--- config.mk ---
export PLATFORM = sky130hd
export DESIGN_NAME = key_color_select_flat
export DESIGN_NICKNAME = d
export VERILOG_FILES = /design/src/rtl/key_color_select_if.sv /design/src/rtl/key_color_select.sv /design/src/flat_wrapper.sv
export SDC_FILE = /design/constraint.sdc
export NUM_CORES = 1
export LEC_CHECK = 0
export ABC_CLOCK_PERIOD_IN_PS = 5600
export BUFFER_PORTS_ARGS = -buffer_cell sky130_fd_sc_hd__buf_2
export CAP_MARGIN = 30
export CORE_ASPECT_RATIO = 0.6
export CORE_UTILIZATION = 25
export DETAILED_ROUTE_END_ITERATION = 12
export SKIP_CTS_REPAIR_TIMING = 1
export SKIP_LAST_GASP = 1
export SYNTH_ARGS = -nofsm -noshare
export SYNTH_HDL_FRONTEND = slang
export SYNTH_SLANG_ARGS = --single-unit
--- constraint.sdc ---
create_clock -name Clk_50MHz -period 5.6 [get_ports Clk_50MHz]
set_input_delay 1.12 -clock Clk_50MHz [delete_from_list [all_inputs] [get_ports Clk_50MHz]]
set_output_delay 1.12 -clock Clk_50MHz [all_outputs]
set_load 0.05 [all_outputs]
--- src/rtl/key_color_select_if.sv ---
// -----------------------------------------------------------------------------
// key_color_select_if
//
// Purpose:
//   Bundles the push-button input, the frame-start strobe and all outputs of
//   key_color_select. Clk_50MHz and Reset are not carried here; they stay
//   plain module ports.
//
// Signals:
//   Key          raw push-button, active-low, asynchronous, may bounce
//   Frame_Start  one-cycle strobe at the start of vertical blanking
//   Color_Sel    colour index currently applied to the rectangle fill
//   Next_Sel     colour index that the next Frame_Start will apply
//   Press_Pulse  one-cycle pulse per accepted (debounced) press
//   Key_Held     high while a debounced press is in effect
//   Dbg_State    encoded debounce FSM state (observation only)
//   Dbg_Count    debounce stability counter (observation only)
//
// Modports:
//   master  drives Key / Frame_Start and observes everything else
//   slave   the key_color_select side
// -----------------------------------------------------------------------------
interface key_color_select_if;
    logic        Key;
    logic        Frame_Start;
    logic [1:0]  Color_Sel;
    logic [1:0]  Next_Sel;
    logic        Press_Pulse;
    logic        Key_Held;
    logic [1:0]  Dbg_State;
    logic [19:0] Dbg_Count;

    modport master (
        output Key,
        output Frame_Start,
        input  Color_Sel,
        input  Next_Sel,
        input  Press_Pulse,
        input  Key_Held,
        input  Dbg_State,
        input  Dbg_Count
    );

    modport slave (
        input  Key,
        input  Frame_Start,
        output Color_Sel,
        output Next_Sel,
        output Press_Pulse,
        output Key_Held,
        output Dbg_State,
        output Dbg_Count
    );
endinterface

--- src/rtl/key_color_select.sv ---
// -----------------------------------------------------------------------------
// key_color_select
//
// Purpose:
//   Debounces an active-low push-button and uses each accepted press to step
//   a fill-colour index (0=green, 1=red, 2=blue, 3=reserved). Presses
//   accumulate in Next_Sel; Color_Sel only picks up Next_Sel on Frame_Start,
//   so the displayed colour never changes in the middle of a frame.
//
// Parameters:
//   DEBOUNCE_CYCLES  consecutive stable cycles needed to accept an edge
//                    (2 .. 2^20-1; default is 20 ms at 50 MHz)
//   NUM_COLORS       number of colours cycled through (2 .. 4)
//
// Ports:
//   Clk_50MHz  system clock, all state changes on its rising edge
//   Reset      asynchronous, active-high
//   bus        key_color_select_if.slave (Key, Frame_Start in; Color_Sel,
//              Next_Sel, Press_Pulse, Key_Held, Dbg_State, Dbg_Count out)
//
// Strobe semantics (there is no back-pressure anywhere in this block):
//   Frame_Start and Press_Pulse are single-cycle strobes that are acted on at
//   the rising edge that samples them high. A Press_Pulse visible in cycle k
//   advances Next_Sel at the edge ending cycle k; a Frame_Start in the same
//   cycle loads the value Next_Sel held before that advance.
//
// Timing:
//   With Key falling cleanly, the first edge that samples it low is edge 0.
//   The synchronizer delivers key_s low by edge 2 (IDLE -> PRESS_WAIT), the
//   counter then runs 0..DEBOUNCE_CYCLES-1, and the registered Press_Pulse
//   goes high at edge 2+DEBOUNCE_CYCLES together with entry into HELD.
// -----------------------------------------------------------------------------
module key_color_select #(
    parameter int DEBOUNCE_CYCLES = 1000000,
    parameter int NUM_COLORS      = 3
) (
    input  logic              Clk_50MHz,
    input  logic              Reset,
    key_color_select_if.slave bus
);

    localparam int          CNT_W      = 20;
    localparam logic [19:0] CNT_LAST   = CNT_W'(DEBOUNCE_CYCLES - 1);
    localparam logic [1:0]  COLOR_LAST = 2'(NUM_COLORS - 1);

    // Encoding is visible on Dbg_State; keep it stable.
    typedef enum logic [1:0] {
        IDLE         = 2'd0,
        PRESS_WAIT   = 2'd1,
        HELD         = 2'd2,
        RELEASE_WAIT = 2'd3
    } state_t;

    // -------------------------------------------------------------------------
    // Two-flop synchronizer. Both flops reset to 1 (button released) so that
    // leaving reset with the button already down still needs a full debounce.
    // -------------------------------------------------------------------------
    logic key_meta;
    logic key_s;

    always_ff @(posedge Clk_50MHz or posedge Reset) begin
        if (Reset) begin
            key_meta <= 1'b1;
            key_s    <= 1'b1;
        end else begin
            key_meta <= bus.Key;
            key_s    <= key_meta;
        end
    end

    // -------------------------------------------------------------------------
    // Debounce FSM
    // -------------------------------------------------------------------------
    state_t           state;
    state_t           state_nxt;
    logic [CNT_W-1:0] cnt;
    logic [CNT_W-1:0] cnt_nxt;
    logic             press_pulse;
    logic             press_nxt;

    always_ff @(posedge Clk_50MHz or posedge Reset) begin
        if (Reset) begin
            state       <= IDLE;
            cnt         <= '0;
            press_pulse <= 1'b0;
        end else begin
            state       <= state_nxt;
            cnt         <= cnt_nxt;
            press_pulse <= press_nxt;
        end
    end

    // The counter is cleared on every transition, so it only ever counts the
    // current run of stable samples and cannot pass CNT_LAST.
    always_comb begin
        state_nxt = state;
        cnt_nxt   = cnt;
        press_nxt = 1'b0;
        unique case (state)
            IDLE: begin
                if (!key_s) begin
                    state_nxt = PRESS_WAIT;
                    cnt_nxt   = '0;
                end
            end
            PRESS_WAIT: begin
                if (key_s) begin
                    // Bounce back high: abandon this press silently.
                    state_nxt = IDLE;
                    cnt_nxt   = '0;
                end else if (cnt == CNT_LAST) begin
                    state_nxt = HELD;
                    cnt_nxt   = '0;
                    press_nxt = 1'b1;
                end else begin
                    cnt_nxt = cnt + 1'b1;
                end
            end
            HELD: begin
                // Holding the button never repeats the press.
                if (key_s) begin
                    state_nxt = RELEASE_WAIT;
                    cnt_nxt   = '0;
                end
            end
            RELEASE_WAIT: begin
                if (!key_s) begin
                    // Release bounce: still the same press, no new pulse.
                    state_nxt = HELD;
                    cnt_nxt   = '0;
                end else if (cnt == CNT_LAST) begin
                    state_nxt = IDLE;
                    cnt_nxt   = '0;
                end else begin
                    cnt_nxt = cnt + 1'b1;
                end
            end
            default: begin
                state_nxt = IDLE;
                cnt_nxt   = '0;
            end
        endcase
    end

    // -------------------------------------------------------------------------
    // Colour selection. Next_Sel accumulates presses; Color_Sel only follows it
    // on Frame_Start, reading the pre-increment value when both coincide.
    // -------------------------------------------------------------------------
    logic [1:0] next_sel;
    logic [1:0] color_sel;

    always_ff @(posedge Clk_50MHz or posedge Reset) begin
        if (Reset) begin
            next_sel <= 2'd0;
        end else if (press_pulse) begin
            next_sel <= (next_sel == COLOR_LAST) ? 2'd0 : next_sel + 2'd1;
        end
    end

    always_ff @(posedge Clk_50MHz or posedge Reset) begin
        if (Reset) begin
            color_sel <= 2'd0;
        end else if (bus.Frame_Start) begin
            color_sel <= next_sel;
        end
    end

    // -------------------------------------------------------------------------
    // Outputs
    // -------------------------------------------------------------------------
    assign bus.Color_Sel   = color_sel;
    assign bus.Next_Sel    = next_sel;
    assign bus.Press_Pulse = press_pulse;
    assign bus.Key_Held    = (state == HELD) || (state == RELEASE_WAIT);
    assign bus.Dbg_State   = state;
    assign bus.Dbg_Count   = cnt;

endmodule

--- src/flat_wrapper.sv ---
// flat-port wrapper written by rule: the top's interface ports become plain ports
module key_color_select_flat 
#(
    parameter int DEBOUNCE_CYCLES = 1000000,
    parameter int NUM_COLORS      = 3
)
  (Clk_50MHz, Reset, bus_Key, bus_Frame_Start, bus_Color_Sel, bus_Next_Sel, bus_Press_Pulse, bus_Key_Held, bus_Dbg_State, bus_Dbg_Count);
  key_color_select_if bus_i ();
  input  logic Clk_50MHz;
  input  logic Reset;
  input wire logic [$bits(bus_i.Key)-1:0] bus_Key;
  input wire logic [$bits(bus_i.Frame_Start)-1:0] bus_Frame_Start;
  output wire logic [$bits(bus_i.Color_Sel)-1:0] bus_Color_Sel;
  output wire logic [$bits(bus_i.Next_Sel)-1:0] bus_Next_Sel;
  output wire logic [$bits(bus_i.Press_Pulse)-1:0] bus_Press_Pulse;
  output wire logic [$bits(bus_i.Key_Held)-1:0] bus_Key_Held;
  output wire logic [$bits(bus_i.Dbg_State)-1:0] bus_Dbg_State;
  output wire logic [$bits(bus_i.Dbg_Count)-1:0] bus_Dbg_Count;
  assign bus_i.Key = bus_Key;
  assign bus_i.Frame_Start = bus_Frame_Start;
  assign bus_Color_Sel = bus_i.Color_Sel;
  assign bus_Next_Sel = bus_i.Next_Sel;
  assign bus_Press_Pulse = bus_i.Press_Pulse;
  assign bus_Key_Held = bus_i.Key_Held;
  assign bus_Dbg_State = bus_i.Dbg_State;
  assign bus_Dbg_Count = bus_i.Dbg_Count;
  key_color_select #(.DEBOUNCE_CYCLES(DEBOUNCE_CYCLES), .NUM_COLORS(NUM_COLORS)) u_core (.Clk_50MHz(Clk_50MHz), .Reset(Reset), .bus(bus_i));
endmodule
After elaboration in Yosys (flattened, before gate mapping)
Index checks and enable logic that the tools add are counted.
Storage, ports and cells
  input port bits: 4
  logic and storage cells: 39
  bits in latches: 0
  flip-flop bits (word level): 29
  memories kept: 0
  memory bits (read-only): 0
  output and inout port bits: 28
  RAM bits: 0
Operators by class
  equality and inequality tests: 9
  bitwise operators: 0
  add/subtract/negate cells: 2
  multiplexer cells: 17
  magnitude comparators: 0
  $mul: 0
  shift operators: 0
  div/mod/pow operators: 0
  reduce and logical (&&, ||, !) cells: 4
Operator list (number)
  $mux W20: 5
  $pmux W20 S4: 1
  $add A20 B1 Y20 const B: 1
  $eq A20 B20 Y1 const B: 1
  $mux W2: 7
  $pmux W2 S4: 1
  $eq A2 B2 Y1 const B: 3
  $reduce_and A4 Y1: 1
  $mux W1: 3
  $ne A3 B1 Y1 const B: 1
  $ne A3 B3 Y1 const B: 1
  $add A2 B1 Y2 const B: 1
  $eq A2 B1 Y1 const B: 1
  $logic_not A2 Y1: 1
  $ne A2 B1 Y1 const B: 1
  $ne A2 B2 Y1 const B: 1
  $reduce_and A2 Y1: 1
  $logic_or A1 B1 Y1: 1

Longest topological paths before layout
  word-level depth: 4
  mapped depth: 7
  mapped depth without buffers: 6

Worst setup path after synthesis
Ideal clock, no wire load.
  path type: register to register
  start: register u_core.cnt[12] (netlist: u_core.bus.Dbg_Count[12])
  end: register u_core.cnt[13] (netlist: u_core.bus.Dbg_Count[13])
  cell stages (with the launch flop): 6
  setup slack: 3.256 ns
  clock period less this slack: 2.344 ns
  data arrival time: 2.220 ns
  required time: 5.475 ns
  buffers on the path: 0
  setup time: 0.125 ns
  path through: dfrtp_1 > or4b_1 > or3_4 > o31ai_4 > o22ai_1 > mux2_2
Between the ends
  longest elaborated chain between the ends: 4
  elaborated cells on any way between the ends: 6
  classes of those cells: add/sub (1); eq/ne (1); mux (4)
Ends and longest elaborated chain
  start: declaration: RTL line key_color_select.sv:76  | logic [CNT_W-1:0] cnt;
  start signal: assignment: RTL line key_color_select.sv:88  | cnt <= cnt_nxt;
  $add A20 B1 Y20 / $eq A20 B20 Y1 (equally long branches)
  $mux W20 *: RTL line key_color_select.sv:111, key_color_select.sv:131
  $mux W20 (on tied branches): RTL line key_color_select.sv:127, key_color_select.sv:107
  $pmux W20 S4 *: RTL line key_color_select.sv:99  | unique case (state)
Mark *: on every way between the ends. The rest lies on a longest branch, timed or not.
A chain may end at the register's enable or synchronous reset.

Final worst setup path
Same ends and word-level chain as after synthesis.

==> out/qor.log <==
[outcome] outcome finished, final reports clean
[worst_setup_path] largest incremental delay on the critical path 0.54 ns
[sta] clock skew 0.00397 ns
[floorplan] initial core utilization 26.2%
[cells_and_area] commonest non-fill, non-tap cells in the layout 31 x sky130_fd_sc_hd__buf_2, 27 x sky130_fd_sc_hd__dfrtp_1, 23 x sky130_fd_sc_hd__nand2_1, 20 x sky130_fd_sc_hd__nand3_1
[floorplan] row count 22
[pwr] sequential fraction of design power 51.1%
[synthesis] count of yosys warnings during synthesis 0
[worst_setup_path] slowest cell on the critical path sky130_fd_sc_hd__or4b_1
[floorplan] Core Footprint 0.00619 sq mm
[worst_setup_path] source of the worst register-to-register timing path u_core.bus.Dbg_Count[12]
[cts] cell at the root of the clock tree sky130_fd_sc_hd__clkbuf_8
[sta] Final Slew Violations 0
[routing] post-route DRC violation count 0
[floorplan] num ports 32
[global_routing] leftover overflow at the end of global routing 0
[routing] number of antenna-violating nets in the routed design 0
[worst_setup_path] data required time of the worst path 5.76 ns
[cts] CTS tree built
[worst_hold_path] worst hold path class reg -> reg
[placement] HPWL after DPL 3.15 mm
[placement] port buffer count 31
[floorplan] chip width 106 um
[routing] drt via density 5.02
[pwr] total power divided by cell area 221 mW/mm^2
[sta] RSZ-0062 raised after global routing no
[sta] Setup-failing EPs final 0
[global_routing] antenna violations before repair 0
[pwr] internal portion of total power 0.321 mW
[worst_setup_path] capturing element type of the critical path register
[synthesis] flop and latch count out of synthesis 29
[sta] period utilization 42.4%
[cells_and_area] fill cell total of the finished layout 659
[synthesis] number of enable-type register cells in the synthesized netlist 0
[floorplan] Chip Height 64.4 um
[cts] number of clock sinks 29
[global_routing] maximum number of pins on one net before global-route repair 30
[cells_and_area] Syn-to-layout area delta 17.8%
[sta] maximum clock rate 421 MHz
[pwr] maximum vdd drop 0.0839 mV
[synthesis] post-synth design cell area 0.00162 sq mm
[floorplan] overall die area 0.00683 sq mm
[global_routing] vias in the first global route 1379
[worst_setup_path] startpoint kind of the worst setup timing path register
[cts] deepest clock path buffer count 2
[sta] minimum clock period 2.37 ns
[synthesis] average cell area after synthesis 9.90 sq um
[synthesis] post-synthesis instance total 164
[pwr] power share of the combinational group 6.9%
[worst_hold_path] Worst Hold Launch u_core.key_meta
[placement] final RePlAce weighted congestion 0.878
[routing] total wire length after detailed routing 4.28 mm
[routing] total vias in the final route 1415
[pwr] sw power 0.102 mW
[cts] worst-skew pair later-pin latency 0.28 ns
[cts] CTS buffer count 5
[sta] setup tns final 0 ns
[synthesis] post-synth cell types 46
[sta] worst hold margin 0.357 ns
[routing] First DRT Iteration DRCs 123
[pwr] post-layout total power 0.422 mW
[global_routing] GRT Total Usage 14.0%
[worst_setup_path] R2R Setup Slk 3.23 ns
[pwr] Clk pwr share 42.1%
[pwr] standby leakage power 0.870 nW
[sta] final hold violation count 0
[worst_setup_path] CP arrival 2.54 ns
[pwr] switching fraction of total power 24.1%
[cells_and_area] # nets final 202
[cts] H-tree depth 2
[worst_setup_path] maximum net fanout on the critical path 10
[cells_and_area] proportion of layout cells with a drive suffix above 1 26.8%
[global_routing] global-route wire length before repair 7.22 mm
[worst_setup_path] launching instance or port of the critical path u_core.bus.Dbg_Count[12]
[synthesis] async set-reset flop share out of synthesis 100%
[sta] tightest slew margin relative to the limit 66.8%
[cells_and_area] Inserted Diodes 0
[cells_and_area] most common library cell in the layout ignoring fill and taps sky130_fd_sc_hd__buf_2
[synthesis] total nets after synthesis 169
[routing] routed wirelength normalized by instance count 15.2 um
[worst_setup_path] cells along the critical path or4b_1 -> or3_4 -> o31ai_4 -> o22ai_1 -> mux2_2
[placement] Post-Place Cells 274
[cells_and_area] final core utilization 30.9%
[routing] drt first pass iters 4
[sta] Tightest Pin Transition 0.498 ns
[synthesis] sequential element share of the synthesized area 44.9%
[cells_and_area] Non-Filler Instances 282
[cts] clock transition at the registers of the reported paths 0.06 ns
[synthesis] commonest register cell after synthesis sky130_fd_sc_hd__dfrtp_1
[worst_setup_path] startpoint-to-endpoint class of the critical path reg -> reg
[job] max-cap check violation count 0
-- flip-flops by register name, indices dropped and copies added, names as in the netlist, named ones only --
signal / flops
u_core.bus.Dbg_Count: 20
u_core.bus.Color_Sel: 2
u_core.bus.Next_Sel: 2
u_core.bus.Dbg_State: 1
u_core.bus.Press_Pulse: 1
u_core.key_meta: 1
u_core.key_s: 1
-- routing by layer --
layer	track usage (%)	part of all wire, %	up-vias
met3	6.74	12	4
met5	0	0	-
met1	19.7	49	668
met4	4.51	0.72	0
li1	-	-	679
met2	18.1	38	64
-- Yosys cell counts (2+ instances only) --
master / count / area share (%)
sky130_fd_sc_hd__nand4_1: 6 / 2.3
sky130_fd_sc_hd__nand2b_1: 2 / 0.77
sky130_fd_sc_hd__o311ai_0: 2 / 1.1
sky130_fd_sc_hd__or3_1: 6 / 2.3
sky130_fd_sc_hd__and2_1: 2 / 0.77
sky130_fd_sc_hd__clkbuf_1: 3 / 0.69
sky130_fd_sc_hd__mux2_2: 3 / 2.1
sky130_fd_sc_hd__and2_2: 2 / 0.92
sky130_fd_sc_hd__nor4_1: 2 / 0.77
sky130_fd_sc_hd__dfstp_2: 2 / 3.2
sky130_fd_sc_hd__nand3_1: 20 / 6.2
sky130_fd_sc_hd__o211ai_1: 3 / 1.4
sky130_fd_sc_hd__nand3b_1: 3 / 1.4
sky130_fd_sc_hd__mux2i_1: 4 / 2.5
sky130_fd_sc_hd__inv_1: 4 / 0.92
sky130_fd_sc_hd__nand2_1: 23 / 5.3
sky130_fd_sc_hd__or4_1: 2 / 0.92
sky130_fd_sc_hd__a21oi_1: 3 / 0.92
sky130_fd_sc_hd__nor2_1: 3 / 0.69
sky130_fd_sc_hd__nor4b_1: 2 / 1.1
sky130_fd_sc_hd__a22o_1: 3 / 1.6
sky130_fd_sc_hd__o21ai_0: 5 / 1.5
sky130_fd_sc_hd__and3_1: 2 / 0.77
sky130_fd_sc_hd__dfrtp_1: 27 / 42
sky130_fd_sc_hd__nor3_1: 6 / 1.9
sky130_fd_sc_hd__a21o_1: 3 / 1.4
sky130_fd_sc_hd__o22ai_1: 2 / 0.77
-- critical path: cells and delay by family, from the launching register on --
family / cells / cell delay (ns)
AOI/OAI and AO/OA: 2 / 0.59
muxes: 1 / 0.29
DFF: 1 / 0.47
and+or+nand+nor: 2 / 0.91
-- power groups by stage --
stage	combinational [mW]	sequential, mW	clock, mW
after floorplan	0.0192	0.224	0
after global placement	0.0292	0.219	0
after detailed placement	0.0294	0.219	0
after CTS	0.0295	0.216	0.186
after global routing	0.0321	0.216	0.197
final	0.0290	0.216	0.178
-- stage by stage --
step | instance area (sq um) | worst slack, ns
floorplan | 1620 | 3.26
detailed placement | 1820 | 3.27
CTS | 1910 | 3.25
global placement | 1820 | 3.29
finish | 1910 | 3.23
global route | 1910 | 3.06
-- layout make-up --
type | count | area [sq um] | share of cell area (%)
Inverter | 4 | 15.0 | 0.785
Tap cell | 84 | 105 | 5.50
Clock buffer | 8 | 90.1 | 4.71
Multi-Input combinational cell | 124 | 803 | 42.0
Timing Repair Buffer | 33 | 170 | 8.90
Sequential cell | 29 | 728 | 38.1
-- worst paths after layout --
path,cells after the start,endpoint
max,5,u_core.bus.Dbg_Count[13]
min,0,u_core.key_s
max reg2reg,5,u_core.bus.Dbg_Count[13]
min reg2reg,0,u_core.key_s
max in group asynchronous,3,u_core.key_meta
min in group asynchronous,3,u_core.bus.Color_Sel[0]
-- logic make-up (layout without fill, tap and decap cells) --
logic type,Yosys count,after routing,synth area share [%]
flip-flops,29,29,44.9
AO/OA/AOI/OAI,27,27,13.1
XOR/XNOR,2,2,1.54
buffers and inverters,11,45,5.63
AND/OR/NAND/NOR,87,87,29.5
adder cells (fa/ha/maj),1,1,0.771
multiplexers,7,7,4.55
No activity file was read; power rests on OpenSTA's default activity.
